[config.mk]
export PLATFORM = sky130hd
export DESIGN_NAME = load_queue_flat
export DESIGN_NICKNAME = d
export VERILOG_FILES = /design/src/rtl/load_queue_pkg.sv /design/src/rtl/load_queue_if.sv /design/src/rtl/load_queue_picker.sv /design/src/rtl/load_queue.sv /design/src/flat_wrapper.sv
export SDC_FILE = /design/constraint.sdc
export NUM_CORES = 2
export LEC_CHECK = 0
export CORE_MARGIN = 3
export CORE_UTILIZATION = 55
export DETAILED_ROUTE_END_ITERATION = 12
export PLACE_DENSITY = 0.79
export SLEW_MARGIN = 20
export SYNTH_ARGS = -nofsm -noshare
export SYNTH_HDL_FRONTEND = slang
export SYNTH_SLANG_ARGS = --single-unit
[constraint.sdc]
create_clock -name clock -period 14.95 [get_ports clock]
set_input_delay 3.7375 -clock clock [delete_from_list [all_inputs] [get_ports clock]]
set_output_delay 3.7375 -clock clock [all_outputs]
set_load 0.005 [all_outputs]
[src/rtl/load_queue_pkg.sv]
// Shared types for the in-order load queue: entry state, entry record, word select.
package load_queue_pkg;

  localparam int LQ_ADDR_W = 16;
  localparam int LQ_BLK_W  = 64;

  typedef enum logic [2:0] {
    LQ_EMPTY,
    LQ_READY,
    LQ_WAIT_ACK,
    LQ_WAIT_ANS,
    LQ_DONE
  } LQ_STATE_T;

  typedef struct packed {
    LQ_STATE_T              state;
    logic [LQ_ADDR_W-1:0]   addr;
    logic [LQ_BLK_W-1:0]    blk;
  } LQ_ENTRY_T;

  // Pick the 32-bit word of a 64-bit block addressed by byte-address bit 2.
  function automatic logic [31:0] lq_word(input logic [LQ_BLK_W-1:0] blk, input logic hi);
    return hi ? blk[63:32] : blk[31:0];
  endfunction

endpackage

[src/rtl/load_queue_if.sv]
// Load interface between the load queue (lq) and the data cache (ds).
interface load_if #(
  parameter int SIZE   = 8,
  parameter int ADDR_W = 16
);
  localparam int IDX_W = $clog2(SIZE);

  logic              qry;
  logic [ADDR_W-4:0] qry_mem_idx;
  logic [IDX_W-1:0]  qry_lq_idx;
  logic              hit;
  logic [63:0]       hit_blk;
  logic              ack;
  logic [IDX_W-1:0]  ack_head;
  logic              ans;
  logic [IDX_W-1:0]  ans_head;
  logic [63:0]       ans_blk;

  modport lq (
    output qry, qry_mem_idx, qry_lq_idx,
    input  hit, hit_blk, ack, ack_head, ans, ans_head, ans_blk
  );

  modport ds (
    input  qry, qry_mem_idx, qry_lq_idx,
    output hit, hit_blk, ack, ack_head, ans, ans_head, ans_blk
  );
endinterface

[src/rtl/load_queue_picker.sv]
// lq_picker: combinational oldest-first selector; scans the request vector starting at head.
module lq_picker #(
  parameter int SIZE = 8,
  localparam int IDX_W = $clog2(SIZE)
) (
  input  logic [SIZE-1:0]  req_i,
  input  logic [IDX_W-1:0] head_i,
  output logic             valid_o,
  output logic [IDX_W-1:0] idx_o
);

  logic [IDX_W-1:0] cand;

  // Walk from youngest offset down so the entry nearest head is written last and wins.
  always_comb begin
    valid_o = 1'b0;
    idx_o   = '0;
    cand    = '0;
    for (int i = SIZE - 1; i >= 0; i--) begin
      cand = head_i + IDX_W'(i);
      if (req_i[cand]) begin
        valid_o = 1'b1;
        idx_o   = cand;
      end
    end
  end

endmodule

[src/rtl/load_queue.sv]
// load_queue: in-order load queue in front of the data cache. One block query in flight at a
// time; tracks hit / ack / fill answer per entry and retires 32-bit words in program order.
// Optional build macro LQ_COALESCE_EN: a fill answer also completes every queued load to the
// same block, and such loads are never queried while a matching query/miss is outstanding.
module load_queue
  import load_queue_pkg::*;
#(
  parameter int SIZE   = 8,
  parameter int ADDR_W = 16,
  localparam int IDX_W = $clog2(SIZE)
) (
  input  logic              clock,
  input  logic              reset,
  input  logic              alloc_valid,
  input  logic [ADDR_W-1:0] alloc_addr,
  output logic              alloc_ready,
  output logic [IDX_W-1:0]  alloc_idx,
  load_if.lq                load,
  output logic              out_valid,
  output logic [31:0]       out_data,
  output logic [IDX_W-1:0]  out_idx,
  input  logic              out_ready
);

  LQ_ENTRY_T        ent_q [SIZE];
  LQ_ENTRY_T        ent_d [SIZE];
  logic [IDX_W:0]   head_q, head_d, tail_q, tail_d;
  logic             qry_q, qry_d;
  logic [IDX_W-1:0] qry_idx_q, qry_idx_d;

  logic [IDX_W-1:0] head_idx, tail_idx;
  logic             full, push, pop, ans_ok;
  logic [SIZE-1:0]  pick_req;
  logic             pick_vld;
  logic [IDX_W-1:0] pick_idx;

  assign head_idx    = head_q[IDX_W-1:0];
  assign tail_idx    = tail_q[IDX_W-1:0];
  assign full        = (head_q[IDX_W] != tail_q[IDX_W]) && (head_idx == tail_idx);
  assign alloc_ready = !full;
  assign alloc_idx   = tail_idx;
  assign push        = alloc_valid && !full;

  assign out_valid   = (ent_q[head_idx].state == LQ_DONE);
  assign out_idx     = head_idx;
  assign out_data    = out_valid ? lq_word(ent_q[head_idx].blk, ent_q[head_idx].addr[2]) : 32'h0;
  assign pop         = out_valid && out_ready;

  assign load.qry         = qry_q;
  assign load.qry_lq_idx  = qry_idx_q;
  assign load.qry_mem_idx = qry_q ? ent_q[qry_idx_q].addr[ADDR_W-1:3] : '0;

  assign ans_ok = load.ans && (ent_q[load.ans_head].state == LQ_WAIT_ANS);

  // Query candidates: READY entries (minus ones already covered by an outstanding block miss).
  always_comb begin
    pick_req = '0;
    for (int i = 0; i < SIZE; i++) begin
      pick_req[i] = (ent_q[i].state == LQ_READY);
`ifdef LQ_COALESCE_EN
      for (int j = 0; j < SIZE; j++) begin
        if ((ent_q[j].state == LQ_WAIT_ACK || ent_q[j].state == LQ_WAIT_ANS) &&
            ent_q[j].addr[ADDR_W-1:3] == ent_q[i].addr[ADDR_W-1:3])
          pick_req[i] = 1'b0;
      end
`endif
    end
  end

  lq_picker #(.SIZE(SIZE)) u_picker (
    .req_i   (pick_req),
    .head_i  (head_idx),
    .valid_o (pick_vld),
    .idx_o   (pick_idx)
  );

  // Next-state: resolve/issue query, fill answer, pop and alloc all apply in one cycle.
  always_comb begin
    ent_d     = ent_q;
    head_d    = head_q;
    tail_d    = tail_q;
    qry_d     = qry_q;
    qry_idx_d = qry_idx_q;
    if (qry_q) begin
      if (load.hit) begin
        ent_d[qry_idx_q].state = LQ_DONE;
        ent_d[qry_idx_q].blk   = load.hit_blk;
        qry_d                  = 1'b0;
      end else if (load.ack) begin
        if (ent_q[load.ack_head].state == LQ_WAIT_ACK)
          ent_d[load.ack_head].state = LQ_WAIT_ANS;
        qry_d = 1'b0;
      end
    end else if (pick_vld) begin
      ent_d[pick_idx].state = LQ_WAIT_ACK;
      qry_d                 = 1'b1;
      qry_idx_d             = pick_idx;
    end
    if (ans_ok) begin
      ent_d[load.ans_head].state = LQ_DONE;
      ent_d[load.ans_head].blk   = load.ans_blk;
`ifdef LQ_COALESCE_EN
      for (int i = 0; i < SIZE; i++) begin
        if ((ent_q[i].state == LQ_WAIT_ANS || ent_q[i].state == LQ_READY) &&
            ent_q[i].addr[ADDR_W-1:3] == ent_q[load.ans_head].addr[ADDR_W-1:3]) begin
          ent_d[i].state = LQ_DONE;
          ent_d[i].blk   = load.ans_blk;
        end
      end
`endif
    end
    if (pop) begin
      ent_d[head_idx].state = LQ_EMPTY;
      head_d                = head_q + (IDX_W+1)'(1);
    end
    if (push) begin
      ent_d[tail_idx].state = LQ_READY;
      ent_d[tail_idx].addr  = LQ_ADDR_W'(alloc_addr);
      tail_d                = tail_q + (IDX_W+1)'(1);
    end
  end

  // State register; reset clears control only, addresses and blocks are don't-care when EMPTY.
  always_ff @(posedge clock) begin
    if (reset) begin
      for (int i = 0; i < SIZE; i++) ent_q[i].state <= LQ_EMPTY;
      head_q    <= '0;
      tail_q    <= '0;
      qry_q     <= 1'b0;
      qry_idx_q <= '0;
    end else begin
      ent_q     <= ent_d;
      head_q    <= head_d;
      tail_q    <= tail_d;
      qry_q     <= qry_d;
      qry_idx_q <= qry_idx_d;
    end
  end

  a_ans_to_wait_ans: assert property (@(posedge clock) disable iff (reset)
    load.ans |-> (ent_q[load.ans_head].state == LQ_WAIT_ANS));

endmodule

[src/flat_wrapper.sv]
// flat-port wrapper written by rule: the top's interface ports become plain ports
module load_queue_flat import load_queue_pkg::*;
#(
  parameter int SIZE   = 8,
  parameter int ADDR_W = 16,
  localparam int IDX_W = $clog2(SIZE)
)
  (clock, reset, alloc_valid, alloc_addr, alloc_ready, alloc_idx, out_valid, out_data, out_idx, out_ready, load_qry, load_qry_mem_idx, load_qry_lq_idx, load_hit, load_hit_blk, load_ack, load_ack_head, load_ans, load_ans_head, load_ans_blk);
  load_if #(.SIZE(SIZE), .ADDR_W(ADDR_W)) load_i ();
  input  logic clock;
  input  logic reset;
  input  logic alloc_valid;
  input  logic [ADDR_W-1:0] alloc_addr;
  output logic alloc_ready;
  output logic [IDX_W-1:0] alloc_idx;
  output logic out_valid;
  output logic [31:0] out_data;
  output logic [IDX_W-1:0] out_idx;
  input  logic out_ready;
  output wire logic [$bits(load_i.qry)-1:0] load_qry;
  output wire logic [$bits(load_i.qry_mem_idx)-1:0] load_qry_mem_idx;
  output wire logic [$bits(load_i.qry_lq_idx)-1:0] load_qry_lq_idx;
  input wire logic [$bits(load_i.hit)-1:0] load_hit;
  input wire logic [$bits(load_i.hit_blk)-1:0] load_hit_blk;
  input wire logic [$bits(load_i.ack)-1:0] load_ack;
  input wire logic [$bits(load_i.ack_head)-1:0] load_ack_head;
  input wire logic [$bits(load_i.ans)-1:0] load_ans;
  input wire logic [$bits(load_i.ans_head)-1:0] load_ans_head;
  input wire logic [$bits(load_i.ans_blk)-1:0] load_ans_blk;
  assign load_qry = load_i.qry;
  assign load_qry_mem_idx = load_i.qry_mem_idx;
  assign load_qry_lq_idx = load_i.qry_lq_idx;
  assign load_i.hit = load_hit;
  assign load_i.hit_blk = load_hit_blk;
  assign load_i.ack = load_ack;
  assign load_i.ack_head = load_ack_head;
  assign load_i.ans = load_ans;
  assign load_i.ans_head = load_ans_head;
  assign load_i.ans_blk = load_ans_blk;
  load_queue #(.SIZE(SIZE), .ADDR_W(ADDR_W)) u_core (.clock(clock), .reset(reset), .alloc_valid(alloc_valid), .alloc_addr(alloc_addr), .alloc_ready(alloc_ready), .alloc_idx(alloc_idx), .load(load_i), .out_valid(out_valid), .out_data(out_data), .out_idx(out_idx), .out_ready(out_ready));
endmodule
After elaboration in Yosys (flattened, before gate mapping)
Index checks and enable logic that the tools add are counted.
{"block": "word_totals", "reg_bits": 676, "in_bits": 157, "out_inout_bits": 57, "elab_cells": 175}
{"block": "op_classes", "add_sub_neg": 9, "magnitude_cmp": 20, "eq_ne": 13, "muxes": 86, "bitwise_logic": 7, "n_reduce_logical": 12}
{"op": "$bwmux W664", "count": 9}
{"op": "$mux W664", "count": 8}
{"op": "$demux W83 S3", "count": 9}
{"op": "$bmux W83 S3", "count": 4}
{"op": "$mux W83", "count": 12}
{"op": "$mux W80", "count": 3}
{"op": "$mux W64", "count": 2}
{"op": "$mux W32", "count": 2}
{"op": "$lt A3 B4 Y1 const B", "count": 8}
{"op": "$bmux W1 S3", "count": 8}
{"op": "$eq A3 B1 Y1 const B", "count": 8}
{"op": "$ge A4 B4 Y1 const B", "count": 6}
{"op": "$lt A4 B1 Y1 const B", "count": 6}
{"op": "$mux W3", "count": 8}
{"op": "$not A3 Y4", "count": 6}
{"op": "$mux W1", "count": 20}
{"op": "$mux W13", "count": 1}
{"op": "$add A3 B3 Y3 const B", "count": 4}
{"op": "$logic_and A1 B1 Y1", "count": 10}
{"op": "$add A4 B1 Y4 const B", "count": 2}
{"op": "$add A3 B2 Y3 const B", "count": 2}
{"op": "$eq A3 B2 Y1 const B", "count": 2}
{"op": "$add A3 B1 Y3 const B", "count": 1}
{"op": "$eq A3 B3 Y1", "count": 1}
{"op": "other kinds (5)", "count": 5}

Longest topological paths before layout
{"block": "logic_depth", "word_depth": 27, "mapped_depth": 14, "ltp_nobuf": 10}

Modules after synthesis
A second synthesis with hierarchy kept.
{"block": "unflattened", "cells_unflattened": 3507, "area_unflattened_um2": 38968.6}
{"mod": "load_queue", "n_inst": 1, "cells_per_inst": 3417, "area_per_inst_um2": 38186.6}
{"mod": "lq_picker", "n_inst": 1, "cells_per_inst": 90, "area_per_inst_um2": 782.0}

Worst setup path after synthesis
Ideal clock, no wire load.
{"block": "synth_timing", "path_type": "input port to flip-flop", "startpoint": "in reset", "endpoint": "reg u_core.qry_idx_q[2] (netlist: u_core.load.qry_lq_idx[2])", "setup_time_ns": 0.127, "t_arrival_ns": 14.531, "t_required_ns": 14.823, "slack_ns": 0.292, "stages": 3, "path_cell_list": "clkbuf_1 > inv_1 > and2_1"}
{"item": "start: declaration", "line": "flat_wrapper.sv:11", "source": "input logic reset;"}
{"item": "end signal: assignment", "line": "load_queue.sv:136", "source": "qry_idx_q <= qry_idx_d;"}
{"item": "end: declaration", "line": "load_queue.sv:29", "source": "logic [IDX_W-1:0] qry_idx_q, qry_idx_d;"}
No word-level cell between the ends.

Final worst setup path
{"block": "layout_timing", "startpoint": "reg u_core.head_q[1]", "endpoint": "out out_data[1]"}
{"block": "layout_via", "elab_chain_cells": 6, "word_cells_on_any_way": 7}
{"item": "start: declaration", "line": "load_queue.sv:27", "source": "logic [IDX_W:0] head_q, head_d, tail_q, tail_d;"}
{"item": "start signal: assignment", "line": "load_queue.sv:127", "source": "head_q <= '0;"}
{"item": "start signal: assignment", "line": "load_queue.sv:133", "source": "head_q <= head_d;"}
{"item": "$not A3 Y4 (implied by the code) *", "line": "load_queue.sv:44, load_queue.sv:46"}
{"item": "$bmux W83 S3 *", "line": "load_queue.sv:44, load_queue.sv:46"}
{"item": "$mux W83 (implied by the code) * (2 in a row)", "line": "load_queue.sv:46", "source": "assign out_data = out_valid ? lq_word(ent_q[head_idx].blk, ent_q[head_idx].addr[2]) : 32'h0;"}
{"item": "$eq A3 B3 Y1 or $mux W32 (tied branches)", "line": "load_queue.sv:44, load_queue_pkg.sv:23"}
{"item": "$mux W32 *", "line": "load_queue.sv:46"}
{"item": "end: declaration", "line": "flat_wrapper.sv:17", "source": "output logic [31:0] out_data;"}
Mark *: on every way between the ends. The rest lies on a longest branch, timed or not. The select of a mux whose other input is x is not followed.

==> flow_summary_export.csv <==
group,metric,value,unit
die,std_cell_rows,96,
sta,worst_hold_slack,0.5459,ns
run,max_cap_viols,0,
sta,total_count_of_hold_check_failures_in_the_final_report,0,
synth,synthFlopType,"sky130_fd_sc_hd__edfxtp_1",
sta,fin_skew,0.03554,ns
setup_path,reg2reg_depth,10,
clock_tree,htreeDepth,3,
cells_and_area,final_layout_size_suffix_gt1_frac,0.1232,
setup_path,cp_cell_sequence,"buf_4, buf_4, mux4_2, mux4_2, nor2b_1, clkdlybuf4s50_1",
die,core_area,69310,µm²
setup_path,cp_slowest_stage_delay,0.89,ns
global_routing,initial_antenna_violation_count,29,
setup_path,critical_path.reg2reg.startpoint,"u_core.head_q[1]$_SDFFE_PP0P_",
synth,post_synth_main_area_contributors,"sky130_fd_sc_hd__edfxtp_1 48%, sky130_fd_sc_hd__mux2i_1 14%, sky130_fd_sc_hd__mux4_2 12%",
setup_path,worst_setup_path_end_kind,"output port",
synth,synth_seq_area_share,0.5000,
synth,post_synth_and_or_nand_nor_area_fraction,0.1023,
setup_path,cp_data_arrival_time,5.22,ns
hold_path,min-delay-path-class,"reg -> reg",
clock_tree,ctsResizeCount,0,
route,viasPerCell,6.702,
sta,rsz_0062_raised_after_global_routing,"false",
status,status,"complete, no violations",
global_routing,grt_pass1_wl,179500,µm
sta,achievable-frequency,0.1117,GHz
pwr,static-leakage-power,0.01435,µW
synth,synth.area.mux_share,0.2617,
sta,final.setup.worst_slack,5.997,ns
clock_tree,tritoncts_num_sinks,660,
global_routing,first_global_vias,28160,
pwr,total_power,5202,µW
cells_and_area,syn_to_final_growth,12.22,%
sta,final.setup.tns,0,ns
global_routing,globalRouteOverflowTotal,0,
synth,synth_top_area_share,0.4815,
hold_path,holdPathStages,2,
synth,synth_xor_xnor_area_share,0.002251,
clock_tree,clock_path_buffers,3,
die,starting_utilization_of_the_core_area,0.5615,
hold_path,hold_path_startpoint,"u_core.ent_q[662]$_SDFF_PP0_",
clock_tree,post_cts.repair.setup_buffers,0,
die,die_h,272.0,µm
setup_path,worstPathMaxFanout,58,
pwr,irDropWorstVdd,85.37,µV
clock_tree,clock_latency_at_the_later_pin_of_the_worst_skew_pair,0.64,ns
die,die_width,272.0,µm
sta,timing_max_transition_violations_final,0,
synth,synth_fp_nets,3516,
clock_tree,clock_tree.root_cell,"sky130_fd_sc_hd__clkbuf_16",
synth,main_combinational_cell_family_by_area_after_synthesis,"multiplexers",
sta,final.min_clock_period,8.953,ns
synth,ys.warnings.count,0,
synth,synthesis.area,38910,µm²
clock_tree,clock_tree_from_tritoncts,"built",
placed_design,dpl_worst_slack,6.783,ns
setup_path,ff2ff_setup_slack,9.35,ns
setup_path,reg2reg_to,"u_core.ent_q[496]$_SDFF_PP0_",
route,firstDrtPassIters,7,
placed_design,globalplace.congestion,0.8905,
clock_tree,cts_hold_buf,0,
hold_path,hold_end,"u_core.ent_q[662]$_SDFF_PP0_",
synth,yosys.area_share.adder,0.002251,
die,boundaryPins,214,
pwr,powerDensity,119.1,nW/µm²
placed_design,dp.final_hpwl,74050,µm
sta,finalSetupViolations,0,
synth,yosys.area.top_type,"sky130_fd_sc_hd__edfxtp_1",
route,routed-via-count,28860,
synth,synth_area_per_cell,11.61,µm²
synth,synth_compound_area_frac,0.08803,
route,drt-wirelength-per-cell,28.02,µm
setup_path,critical_path.top_delay_family,"buffers and inverters",
sta,timing.slew.headroom,0.1818,
global_routing,maximum_number_of_pins_on_one_net_before_global_route_repair,128,
die,design.die.area,73980,µm²
clock_tree,cts-buffers-inserted,74,
synth,number_of_flip_flops_and_latches_in_the_synthesized_netlist,660,
setup_path,cp-startpoint,"u_core.head_q[1]$_SDFFE_PP0P_",
setup_path,critical_path.startpoint_type,"flop",
placed_design,placement.io_buffers,211,
synth,async_sr_flop_fraction,0,
route,post_route_drc_violation_count,0,
setup_path,timing.critical_path.buf_inv,3,
cells_and_area,design.final.nets,3457,
sta,period_share,0.5989,
global_routing,globalRouteTotalUtil,0.3197,
sta,tightestPinTransition,1.223,ns
setup_path,crit_slowest_cell,"sky130_fd_sc_hd__dfxtp_4",
clock_tree,clkSlewWorstSetupHoldPaths,0.05,ns
cells_and_area,mostFrequentLayoutCells,"624 x sky130_fd_sc_hd__edfxtp_1, 539 x sky130_fd_sc_hd__mux2i_1, 309 x sky130_fd_sc_hd__nor2_1, 284 x sky130_fd_sc_hd__nand2_1, 284 x sky130_fd_sc_hd__a21oi_1",
synth,synth_edf_count,624,
cells_and_area,final_common_cell,"sky130_fd_sc_hd__edfxtp_1",
synth,synth_cells,3352,
setup_path,worstSetupPathType,"reg -> out",
synth,post_synth_cell_types,75,
route,routed_wl,120600,µm
route,final_antenna_net_count,0,
route,drt-initial-drc-count,4378,
setup_path,cp_data_required_time,11.21,ns
==> worst reg2reg max path: cells and delay by family, from the launching register on <==
kind            cells  cell delay [ns]
flops               1             0.89
buf+inv             1             0.64
simple gates        3             1.05
mux                 1             0.50
fa+ha+maj           1             1.06
compound gates      4             1.36
==> cells by family (layout without fill, tap and decap cells) <==
family	Yosys count	after routing
xor+xnor	10	10
mux	754	754
compound gates	636	636
other cells	0	22
simple gates	867	867
fa+ha+maj	7	7
flops	660	660
buf+inv	418	419
==> layout make-up <==
type                       instances  area [µm²]
fill                            5166       25640
sequential                       660       19470
timing repair buffer             262        2539
clock inverter                    42       391.6
multi-input combinational       2274       17980
inverter                          21       86.33
antenna                           22       55.05
tap                              931        1165
clock buffer                      94        1979
==> where the power goes <==
group	internal, µW	switching [µW]	total, µW
logic	479	577	1060
registers	2210	124	2330
clock network	1050	769	1810
==> stage by stage <==
step	cell area, µm²	utilization	instances
6_report	43670	0.6301	4306
2_1_floorplan	38910	-	3352
4_1_cts	43560	0.6284	4282
3_3_place_gp	41180	0.5942	4146
5_1_grt	43660	0.6300	4304
3_5_place_dp	41180	0.5942	4146
==> layer usage <==
metal / global-route usage / wire (µm) / part of all wire / vias up
li1: - / - / - / 12350
met4: 0.1317 / 4541 / 0.038 / 14
met2: 0.4971 / 56140 / 0.47 / 2040
met3: 0.08034 / 14870 / 0.12 / 270
met1: 0.4324 / 45020 / 0.37 / 14190
met5: 0 / 78 / 0.00065 / -
==> sequential cells by signal, summed over array words and instances (netlist names) <==
signal                  count
u_core.ent_q              648
u_core.head_q               4
u_core.load.qry             1
u_core.load.qry_lq_idx      3
u_core.tail_q               4
==> Yosys cell counts, drive strengths merged, types with 28 or more instances <==
cell / instances
edfxtp: 624
mux2i: 541
nor2: 315
a21oi: 284
nand2: 284
o21ai: 278
clkbuf: 269
mux4: 210
buf: 128
and2: 118
nor2b: 38
dfxtp: 36
nor3: 28
==> how the worst max path moves through the flow <==
stage	end	depth (start not counted)	slack [ns]
floorplan	u_core.load.qry_lq_idx[2]$_SDFFE_PP0P_	3	0.29
global placement	out_data[1]	6	6.76
detailed placement	out_data[1]	6	6.78
CTS	out_data[1]	6	6.13
global route	out_data[1]	6	5.88
finish	out_data[1]	6	6.00
Power figures use the tool's default switching activity.
